<file path="src/rtl/instruction_loader.sv">
// Instruction loader: assembles a little-endian byte stream into 16-bit words,
// writes them to instruction memory and holds the CPU in reset-like stall until
// the program is loaded (terminator word 16'hFFFF or memory full).
// Optional feature macro: LOADER_CHECKSUM_EN -- after the terminator a 16-bit
// checksum word (XOR of all written words, low byte first) is received and
// compared; a mismatch raises cksum_err.
// Ports:
//   clk, rst_n                 clock, async active-low reset
//   start                      one-cycle pulse requesting a (re)load
//   byte_in/byte_valid         incoming program byte stream
//   byte_ready                 loader accepts byte_in this cycle
//   im_we/im_addr/im_wdata     instruction-memory write port
//   cpu_hold                   stalls the CPU, PC held at 0
//   load_done/full/cksum_err   load status levels
module instruction_loader #(
  parameter int unsigned ADDR_W = 6
) (
  input  logic        clk,
  input  logic        rst_n,
  input  logic        start,
  input  logic [7:0]  byte_in,
  input  logic        byte_valid,
  output logic        byte_ready,
  output logic        im_we,
  output logic [15:0] im_addr,
  output logic [15:0] im_wdata,
  output logic        cpu_hold,
  output logic        load_done,
  output logic        full,
  output logic        cksum_err
);

  localparam int unsigned WORD_W = 16;
  localparam logic [ADDR_W-1:0] CNT_MAX = '1;
  localparam logic [WORD_W-1:0] TERM_WORD = 16'hFFFF;

  typedef enum logic [2:0] {IDLE, LO, HI, WRITE, DONE, CHK_LO, CHK_HI} state_t;

`ifdef LOADER_CHECKSUM_EN
  localparam state_t TERM_NEXT = CHK_LO;
`else
  localparam state_t TERM_NEXT = DONE;
`endif

  state_t              state;
  state_t              state_n;
  logic [ADDR_W-1:0]   cnt;
  logic [7:0]          lo_byte;
  logic                xfer;
  logic                accept_start;
  logic                ready_n;
  logic [WORD_W-1:0]   hi_word;

  // Handshake and the word completed by the byte currently on the bus
  assign xfer         = byte_valid & byte_ready;
  assign accept_start = start & ((state == IDLE) | (state == DONE));
  assign hi_word      = {byte_in, lo_byte};

  // Next-state logic
  always_comb begin
    state_n = state;
    case (state)
      IDLE:    if (start) state_n = LO;
      LO:      if (xfer) state_n = HI;
      HI:      if (xfer) state_n = (hi_word == TERM_WORD) ? TERM_NEXT : WRITE;
      WRITE:   state_n = (cnt == CNT_MAX) ? DONE : LO;
      DONE:    if (start) state_n = LO;
`ifdef LOADER_CHECKSUM_EN
      CHK_LO:  if (xfer) state_n = CHK_HI;
      CHK_HI:  if (xfer) state_n = DONE;
`endif
      default: state_n = IDLE;
    endcase
  end

  // byte_ready is registered, so it is derived from the state being entered
  always_comb begin
    ready_n = (state_n == LO) | (state_n == HI);
`ifdef LOADER_CHECKSUM_EN
    ready_n = ready_n | (state_n == CHK_LO) | (state_n == CHK_HI);
`endif
  end

  // State, datapath and registered outputs
  always_ff @(posedge clk or negedge rst_n) begin
    if (!rst_n) begin
      state      <= IDLE;
      cnt        <= '0;
      lo_byte    <= '0;
      im_we      <= 1'b0;
      im_addr    <= '0;
      im_wdata   <= '0;
      byte_ready <= 1'b0;
      cpu_hold   <= 1'b1;
      load_done  <= 1'b0;
      full       <= 1'b0;
    end else begin
      state      <= state_n;
      byte_ready <= ready_n;
      cpu_hold   <= (state_n != DONE);
      load_done  <= (state_n == DONE);
      im_we      <= (state_n == WRITE);

      if (accept_start) begin
        cnt  <= '0;
        full <= 1'b0;
      end

      if (xfer && ((state == LO) || (state == CHK_LO))) lo_byte <= byte_in;

      // Write port is loaded only for real words; it holds otherwise
      if (xfer && (state == HI) && (hi_word != TERM_WORD)) begin
        im_addr  <= WORD_W'(cnt);
        im_wdata <= hi_word;
      end

      // Counter saturates at the last word instead of wrapping
      if (state == WRITE) begin
        if (cnt == CNT_MAX) full <= 1'b1;
        else                cnt  <= cnt + ADDR_W'(1);
      end
    end
  end

`ifdef LOADER_CHECKSUM_EN
  logic [WORD_W-1:0] acc;

  // XOR accumulator of written words and the checksum compare
  always_ff @(posedge clk or negedge rst_n) begin
    if (!rst_n) begin
      acc       <= '0;
      cksum_err <= 1'b0;
    end else begin
      if (accept_start) begin
        acc       <= '0;
        cksum_err <= 1'b0;
      end else if (state == WRITE) begin
        acc <= acc ^ im_wdata;
      end
      if (xfer && (state == CHK_HI)) cksum_err <= (hi_word != acc);
    end
  end
`else
  assign cksum_err = 1'b0;
`endif

endmodule

</file>
<file path="config.mk">
export PLATFORM = sky130hd
export DESIGN_NAME = instruction_loader
export DESIGN_NICKNAME = d
export VERILOG_FILES = /design/src/rtl/instruction_loader.sv
export SDC_FILE = /design/constraint.sdc
export NUM_CORES = 1
export LEC_CHECK = 0
export BUFFER_PORTS_ARGS = -buffer_cell sky130_fd_sc_hd__buf_2
export CORE_MARGIN = 2
export CORE_UTILIZATION = 50
export DETAILED_ROUTE_END_ITERATION = 10
export PLACE_DENSITY = 0.76
export SLEW_MARGIN = 20
export SYNTH_ARGS = -nofsm -noshare
export SYNTH_HDL_FRONTEND = slang
export SYNTH_SLANG_ARGS = --single-unit
</file>
<file path="constraint.sdc">
create_clock -name clk -period 2.26 [get_ports clk]
set_clock_uncertainty 0.05 [all_clocks]
set_input_delay 0.113 -clock clk [delete_from_list [all_inputs] [get_ports clk]]
set_output_delay 0.113 -clock clk [all_outputs]
set_load 0.05 [all_outputs]
</file>
==> summary.md, run 1 <==
| Metric | Value |
|---|---|
| Min-delay src | byte_in[0] |
| Final nets | 200 |
| Clock Tree Buf Depth | 2 |
| Setup Crit Path Kind | reg2reg |
| Static Leak | 1.19 nW |
| Worst Hold Class | in2reg |
| Starting DRC count in detailed routing | 53 |
| Die X | 67.5 µm |
| Compound-Gate Fraction of Synth Area | 0.0552 |
| Total die area | 0.00456 mm² |
| FF-to-FF path depth | 5 |
| Critical Path End Type | flop |
| Vias | 1271 |
| Pre-CTS WS | 0.298 ns |
| Largest net degree at the start of global routing | 45 |
| Share of post-route cells with drive strength above 1 | 0.463 |
| Tot Pwr | 0.00330 W |
| CTS tree | yes |
| Worst r2r src | state[0] |
| Post-synthesis cell count | 143 |
| CTS Buf Count | 5 |
| RSZ-0062 raised after global routing | false |
| Remaining antenna violation count after routing | 0 |
| Synth Area in Adders | 0.00620 |
| Mean number of vias per cell | 5.34 |
| Clk_lat worst skew | 0.30 ns |
| Worst Hold Depth | 2 |
| Synth Cell Area | 0.00202 mm² |
| WL/cell | 15.7 µm |
| Remaining DRCs | 0 |
| # diodes | 0 |
| Clk slew on worst S/H paths | 0.08 ns |
| Yosys reg bits | 44 |
| Hold Vio Cnt, Final | 0 |
| Gr usage total | 0.177 |
| Final period util | 0.870 |
| Antenna violations before repair | 0 |
| Crit path launch type | flop |
| Grt ovf | 0 |
| Reg-to-Reg End | im_wdata[14] |
| Power density cells | 1430 mW/mm² |
| Unique masters post-synth | 39 |
| Crit path required time | 2.40 ns |
| Post-synthesis mux area share | 0.206 |
| Simple-gate share of the synthesized area | 0.107 |
| # H-tree levels | 2 |
| Seq/Total Area, Yosys | 0.546 |
| Clock Root Buffer | clkbuf_8 |
| Worst Max-Slew Pin Slew | 0.940 ns |
| Slew Limit Fails | 0 |
| HPWL Detailed | 2690 µm |
| First-pass GRT wire length | 5760 µm |
| Final GP Congestion | 0.820 |
| PortBufs | 38 |
| Worst R2R Setup Slack | 0.29 ns |
| Initial core utilization | 0.512 |
| TritonCTS Sinks | 44 |
| Worst setup margin | 0.293 ns |
| Outcome | finished, final reports clean |
| Post-CTS Setup Bufs | 0 |
| Hold EP | im_wdata[8] |
| Xor/xnor share of the synthesized area | 0.00434 |
| First-pass detailed-route iteration total | 4 |
| Die height | 67.5 µm |
| Yosys warns | 0 |
| Syn avg cell area | 14.1 µm² |
| Worst VDD drop | 0.000667 V |
| Core ar. | 0.00394 mm² |
| Critical Path AT | 2.11 ns |
| Post-layout min period | 1.97 ns |
| Vias in the first global route | 1220 |
| Setup violations, final | 0 |
| Largest family of logic cells by synthesized area | multiplexers |
| Final core utilization | 0.586 |
| Max FO, Critical Path | 17 |
| Setup TNS | 0 ns |
| Final WL | 3740 µm |
| Max-cap violations | 0 |
| Max Freq | 0.508 GHz |
| IO Count | 50 |
| P&R area growth vs syn | 14.4% |
| Slew HR | 0.373 |
| Row count | 23 |
[cells in the final DEF, fill, tap and decap left out, types with 5 or more instances in the layout]
cell type / n
mux2_2: 13
conb_1: 11
mux2_4: 18
dfrtp_1: 43
buf_2: 38
nand2_1: 5
clkbuf_8: 5
nand4_1: 5
[metrics by stage]
step | instance area, µm² | hold slack (ns) | std cells
3_5_place_dp | 2190 | 0.257 | 229
5_1_grt | 2310 | 0.0255 | 238
2_1_floorplan | 2060 | -0.233 | 153
6_report | 2310 | 0.0216 | 238
3_3_place_gp | 2190 | 0.246 | 229
4_1_cts | 2310 | 0.0192 | 238
[state kept, by name, indices dropped and copies added (netlist names)]
signal and cells:
lo_byte 8, im_addr 6, byte_ready 1, im_wdata 16, full 1, cpu_hold 1, im_we 1, load_done 1
state 3, cnt 6
[synth_stat cells]
| library cell | number | area [µm²] |
|---|---|---|
| a21oi_1 | 3 | 15.0 |
| and2_1 | 1 | 6.26 |
| inv_1 | 2 | 7.51 |
| buf_12 | 2 | 40.0 |
| or2_2 | 1 | 6.26 |
| a31oi_1 | 1 | 6.26 |
| nor2_1 | 3 | 11.3 |
| nor2b_2 | 1 | 8.76 |
| a21o_1 | 2 | 15.0 |
| nand4b_1 | 1 | 8.76 |
| nor4bb_1 | 1 | 10.0 |
| xor2_1 | 1 | 8.76 |
| a211oi_1 | 1 | 7.51 |
| mux2_2 | 13 | 146 |
| nand4_1 | 5 | 31.3 |
| or3_1 | 1 | 6.26 |
| a211o_2 | 2 | 20.0 |
| nor3_2 | 1 | 10.0 |
| clkbuf_2 | 1 | 5.00 |
| mux2_4 | 18 | 270 |
| nand2b_1 | 1 | 6.26 |
| buf_6 | 1 | 11.3 |
| nor4_4 | 1 | 21.3 |
| dfrtp_1 | 43 | 1080 |
| nand3_1 | 2 | 10.0 |
| nand2b_4 | 1 | 13.8 |
| nand2_1 | 5 | 18.8 |
| nand3b_1 | 1 | 7.51 |
| o21ai_0 | 2 | 10.0 |
| dfstp_2 | 1 | 26.3 |
| a22o_1 | 1 | 8.76 |
| and3_1 | 3 | 18.8 |
| a211o_1 | 2 | 17.5 |
| nor4_1 | 1 | 6.26 |
| buf_4 | 11 | 82.6 |
| nor3_1 | 3 | 15.0 |
| o2111a_1 | 1 | 11.3 |
| conb_1 | 1 | 3.75 |
| ha_1 | 1 | 12.5 |
[logic make-up after synthesis]
logic type      count (synthesis)
xor+xnor                        1
mux                            31
buf+inv                        17
simple gates                   33
flops                          44
other cells                     1
fa+ha+maj                       1
compound gates                 15
[what timing repair did]
item | CTS | global route
hold buffers | 1 | 0
hold endpoints to repair | 43 | 0
resized for setup | 0 | 0
[final cells by class]
cell class,count,area (µm²)
Clock inverter,2,35.0
Fill cell,313,1630
Multi-Input combinational cell,92,807
Timing Repair Buffer,42,223
Clock buffer,6,72.6
Inverter,2,7.51
Tap cell,50,62.6
Sequential cell,44,1100
[critical path: stages (launching register included)]
cell and delay, ns:
dfrtp_1 0.44, nand2b_4 0.17, nor3_2 0.28, nor2b_2 0.23, buf_4 0.31, mux2_2 0.37
[how the worst max path moves through the flow]
stage	from	end	slack [ns]
after floorplan	byte_ready	im_addr[3]	0.37
after global placement	state[0]	im_wdata[14]	0.44
after detailed placement	state[0]	im_wdata[14]	0.30
after CTS	state[0]	im_wdata[14]	0.29
after global routing	state[0]	im_wdata[14]	0.14
final	state[0]	im_wdata[14]	0.29
[per-layer routing]
metal / vias to the layer above / wire length, µm / GRT usage
met5: - / 0 / 0
met4: 0 / 58 / 0.0765
met3: 7 / 230 / 0.0600
met2: 44 / 1840 / 0.287
met1: 637 / 1610 / 0.214
li1: 583 / - / -
[power breakdown]
group | internal (W) | switching (W) | leakage, nW
Sequential | 0.00107 | 0.000204 | 0.558
Combinational | 0.000508 | 0.000937 | 0.580
Clock | 0.000328 | 0.000258 | 0.0552
No activity file was read; power rests on OpenSTA's default activity.
==> inputs of run 2 (changes only) <==
--- a/config.mk
+++ b/config.mk
@@ -9,7 +9,9 @@
 export CORE_MARGIN = 2
 export CORE_UTILIZATION = 50
 export DETAILED_ROUTE_END_ITERATION = 10
+export GPL_ROUTABILITY_DRIVEN = 0
 export PLACE_DENSITY = 0.76
+export RECOVER_POWER = 100
 export SLEW_MARGIN = 20
 export SYNTH_ARGS = -nofsm -noshare
 export SYNTH_HDL_FRONTEND = slang
==> run 2 against run 1 <==
Against the previous run: cell count unchanged; fmax up 1.3%; worst hold slack worse by 0.0088 ns; final area down 4.7%; critical path depth unchanged; setup slack better by 0.025 ns; non-clock buffer count unchanged; die area unchanged; core utilization down 2.7 points.
==> summary.md, run 2 (synthesis gave the netlist of run 1 again) <==
| Metric | Value |
|---|---|
| Setup TNS | 0 ns (unchanged) |
| CTS Buf Count | 5 (unchanged) |
| Vias in the first global route | 1220 (unchanged) |
| Hold Vio Cnt, Final | 0 (unchanged) |
| Power density cells | 1420 mW/mm² (was 1430 mW/mm²) |
| Worst Max-Slew Pin Slew | 1.06 ns (was 0.940 ns) |
| P&R area growth vs syn | 9.11% (was 14.4%) |
| Fin Hold WS | 0.0128 ns (was 0.0216 ns) |
| Critical Path End Type | flop (unchanged) |
| Most frequent cells in the layout | 43 x dfrtp_1, 29 x clkbuf_1, 16 x mux2_1 (was 43 x dfrtp_1, 38 x buf_2, 18 x mux2_4) |
| HPWL Detailed | 2690 µm (unchanged) |
| Tot Pwr | 0.00312 W (was 0.00330 W) |
| Clk slew on worst S/H paths | 0.08 ns (about the same) |
| Vias | 1282 (was 1271) |
| Post-layout min period | 1.94 ns (was 1.97 ns) |
| Initial core utilization | 0.512 (unchanged) |
| Starting DRC count in detailed routing | 77 (was 53) |
| P_int | 0.00173 W (was 0.00190 W) |
| Static Leak | 1.05 nW (was 1.19 nW) |
| Largest Register | im_wdata (unchanged) |
| Core ar. | 0.00394 mm² (unchanged) |
| RSZ-0062 raised after global routing | false (unchanged) |
| Clock Power Share | 0.188 (was 0.177) |
| Switching Share | 0.445 (was 0.424) |
| Antenna violations before repair | 0 (unchanged) |
| Final period util | 0.859 (was 0.870) |
| Commonest non-fill, non-tap cell in the layout | dfrtp_1 (unchanged) |
| Setup Crit Path Kind | reg2reg (unchanged) |
| Max FO, Critical Path | 8 (was 17) |
| Remaining DRCs | 0 (unchanged) |
| Critical Path AT | 2.08 ns (was 2.11 ns) |
| Top flop regs | im_wdata: 16 flops, lo_byte: 8 flops (unchanged) |
| Die X | 67.5 µm (unchanged) |
| Final WL | 3770 µm (was 3740 µm) |
| Psw | 0.00139 W (was 0.00140 W) |
| # H-tree levels | 2 (unchanged) |
| Row count | 23 (unchanged) |
| Clock Root Buffer | clkbuf_8 (unchanged) |
| Combinational fraction of design power | 0.407 (was 0.438) |
| Mean number of vias per cell | 5.39 (was 5.34) |
| PortBufs | 38 (unchanged) |
| Total die area | 0.00456 mm² (unchanged) |
| Slew HR | 0.296 (was 0.373) |
| Largest register FFs | 16 (unchanged) |
| # diodes | 0 (unchanged) |
| Share of power burned in registers | 0.405 (was 0.385) |
| Worst VDD drop | 0.000664 V (was 0.000667 V) |
| Remaining antenna violation count after routing | 0 (unchanged) |
| Max Freq | 0.515 GHz (was 0.508 GHz) |
| IO Count | 50 (unchanged) |
| Gr usage total | 0.177 (unchanged) |
| Grt ovf | 0 (unchanged) |
| WL/cell | 15.8 µm (was 15.7 µm) |
| Die height | 67.5 µm (unchanged) |
| Share of post-route cells with drive strength above 1 | 0.223 (was 0.463) |
| Inst Count DP | 229 (unchanged) |
| Crit path launch type | flop (unchanged) |
| CTS tree | yes (unchanged) |
| First-pass detailed-route iteration total | 4 (unchanged) |
| Crit path required time | 2.39 ns (was 2.40 ns) |
| Worst Hold Class | in2reg (unchanged) |
| Setup violations, final | 0 (unchanged) |
| Slew Limit Fails | 0 (unchanged) |
| Final nets | 200 (unchanged) |
| Largest net degree at the start of global routing | 45 (unchanged) |
| TritonCTS Sinks | 44 (unchanged) |
| Finished Layout Cells | 238 (unchanged) |
| Clock Tree Buf Depth | 2 (unchanged) |
| Clk_lat worst skew | 0.30 ns (about the same) |
| Max-cap violations | 0 (unchanged) |
| First-pass GRT wire length | 5760 µm (unchanged) |
| Outcome | finished, final reports clean (unchanged) |
[run 2: cell types whose count changed in the layout (fill, tap and decap cells not counted)]
cell	delta
nor2b_1	+1
nor2b_2	-1
mux2_2	-1
clkbuf_2	+2
buf_2	-28
mux2_1	+16
nor4_4	-1
nor4_2	+1
buf_4	-2
mux2_4	-15
clkbuf_1	+28
[run 2: through the flow]
step	utilization	worst slack, ns	instance area [µm²]
after floorplan	-	0.372	2060
after global placement	0.556	0.444	2190
after detailed placement	0.556	0.298	2190
after CTS	0.586	0.290	2310
after global routing	0.559	0.141	2200
final	0.559	0.318	2200
[run 2: power groups by stage]
stage               Sequential, W  Clock (W)  Combinational (W)
finish                    0.00127   0.000586            0.00127
global placement          0.00126          0            0.00142
CTS                       0.00127   0.000595            0.00146
global route              0.00130   0.000624            0.00134
floorplan                 0.00183          0           0.000605
detailed placement        0.00128          0            0.00145
[run 2: area by class of cell]
class                           instances  area (µm²)
Tap cell                               50        62.6
Clock buffer                            6        72.6
Multi-Input combinational cell         92         739
Clock inverter                          2        35.0
Fill cell                             352        1740
Timing Repair Buffer                   42         183
Sequential cell                        44        1100
Inverter                                2        7.51
[run 2: final timing paths]
| path | start | endpoint | slack (ns) | depth (start not counted) |
|---|---|---|---|---|
| max | state[0] | im_addr[1] | 0.32 | 5 |
| min | byte_in[0] | im_wdata[8] | 0.01 | 2 |
| max reg2reg | state[0] | im_addr[1] | 0.32 | 5 |
| min reg2reg | im_wdata[9] | im_wdata[9] | 0.44 | 1 |
| max in group asynchronous | rst_n | cnt[1] | 1.03 | 2 |
| min in group asynchronous | rst_n | im_wdata[4] | 0.48 | 2 |
[run 2: worst max-delay path, cell delays in order, from the launching register on]
cell and delay, ns:
dfrtp_1 0.44, nand2b_4 0.18, nor3_2 0.28, nor2b_1 0.23, clkbuf_2 0.28, mux2_2 0.37
[run 2: timing repair]
item / in CTS / in global routing
buffers inserted: 0 / 0
gates resized for setup: 0 / 0
hold buffers: 1 / 0
endpoints found under the hold margin: 43 / 0
[run 2: routing by layer]
metal	up-vias	GRT usage	share of wire
li1	583	-	-
met1	638	0.214	0.44
met2	54	0.287	0.48
met3	7	0.0600	0.066
met4	0	0.0765	0.015
met5	-	0	0
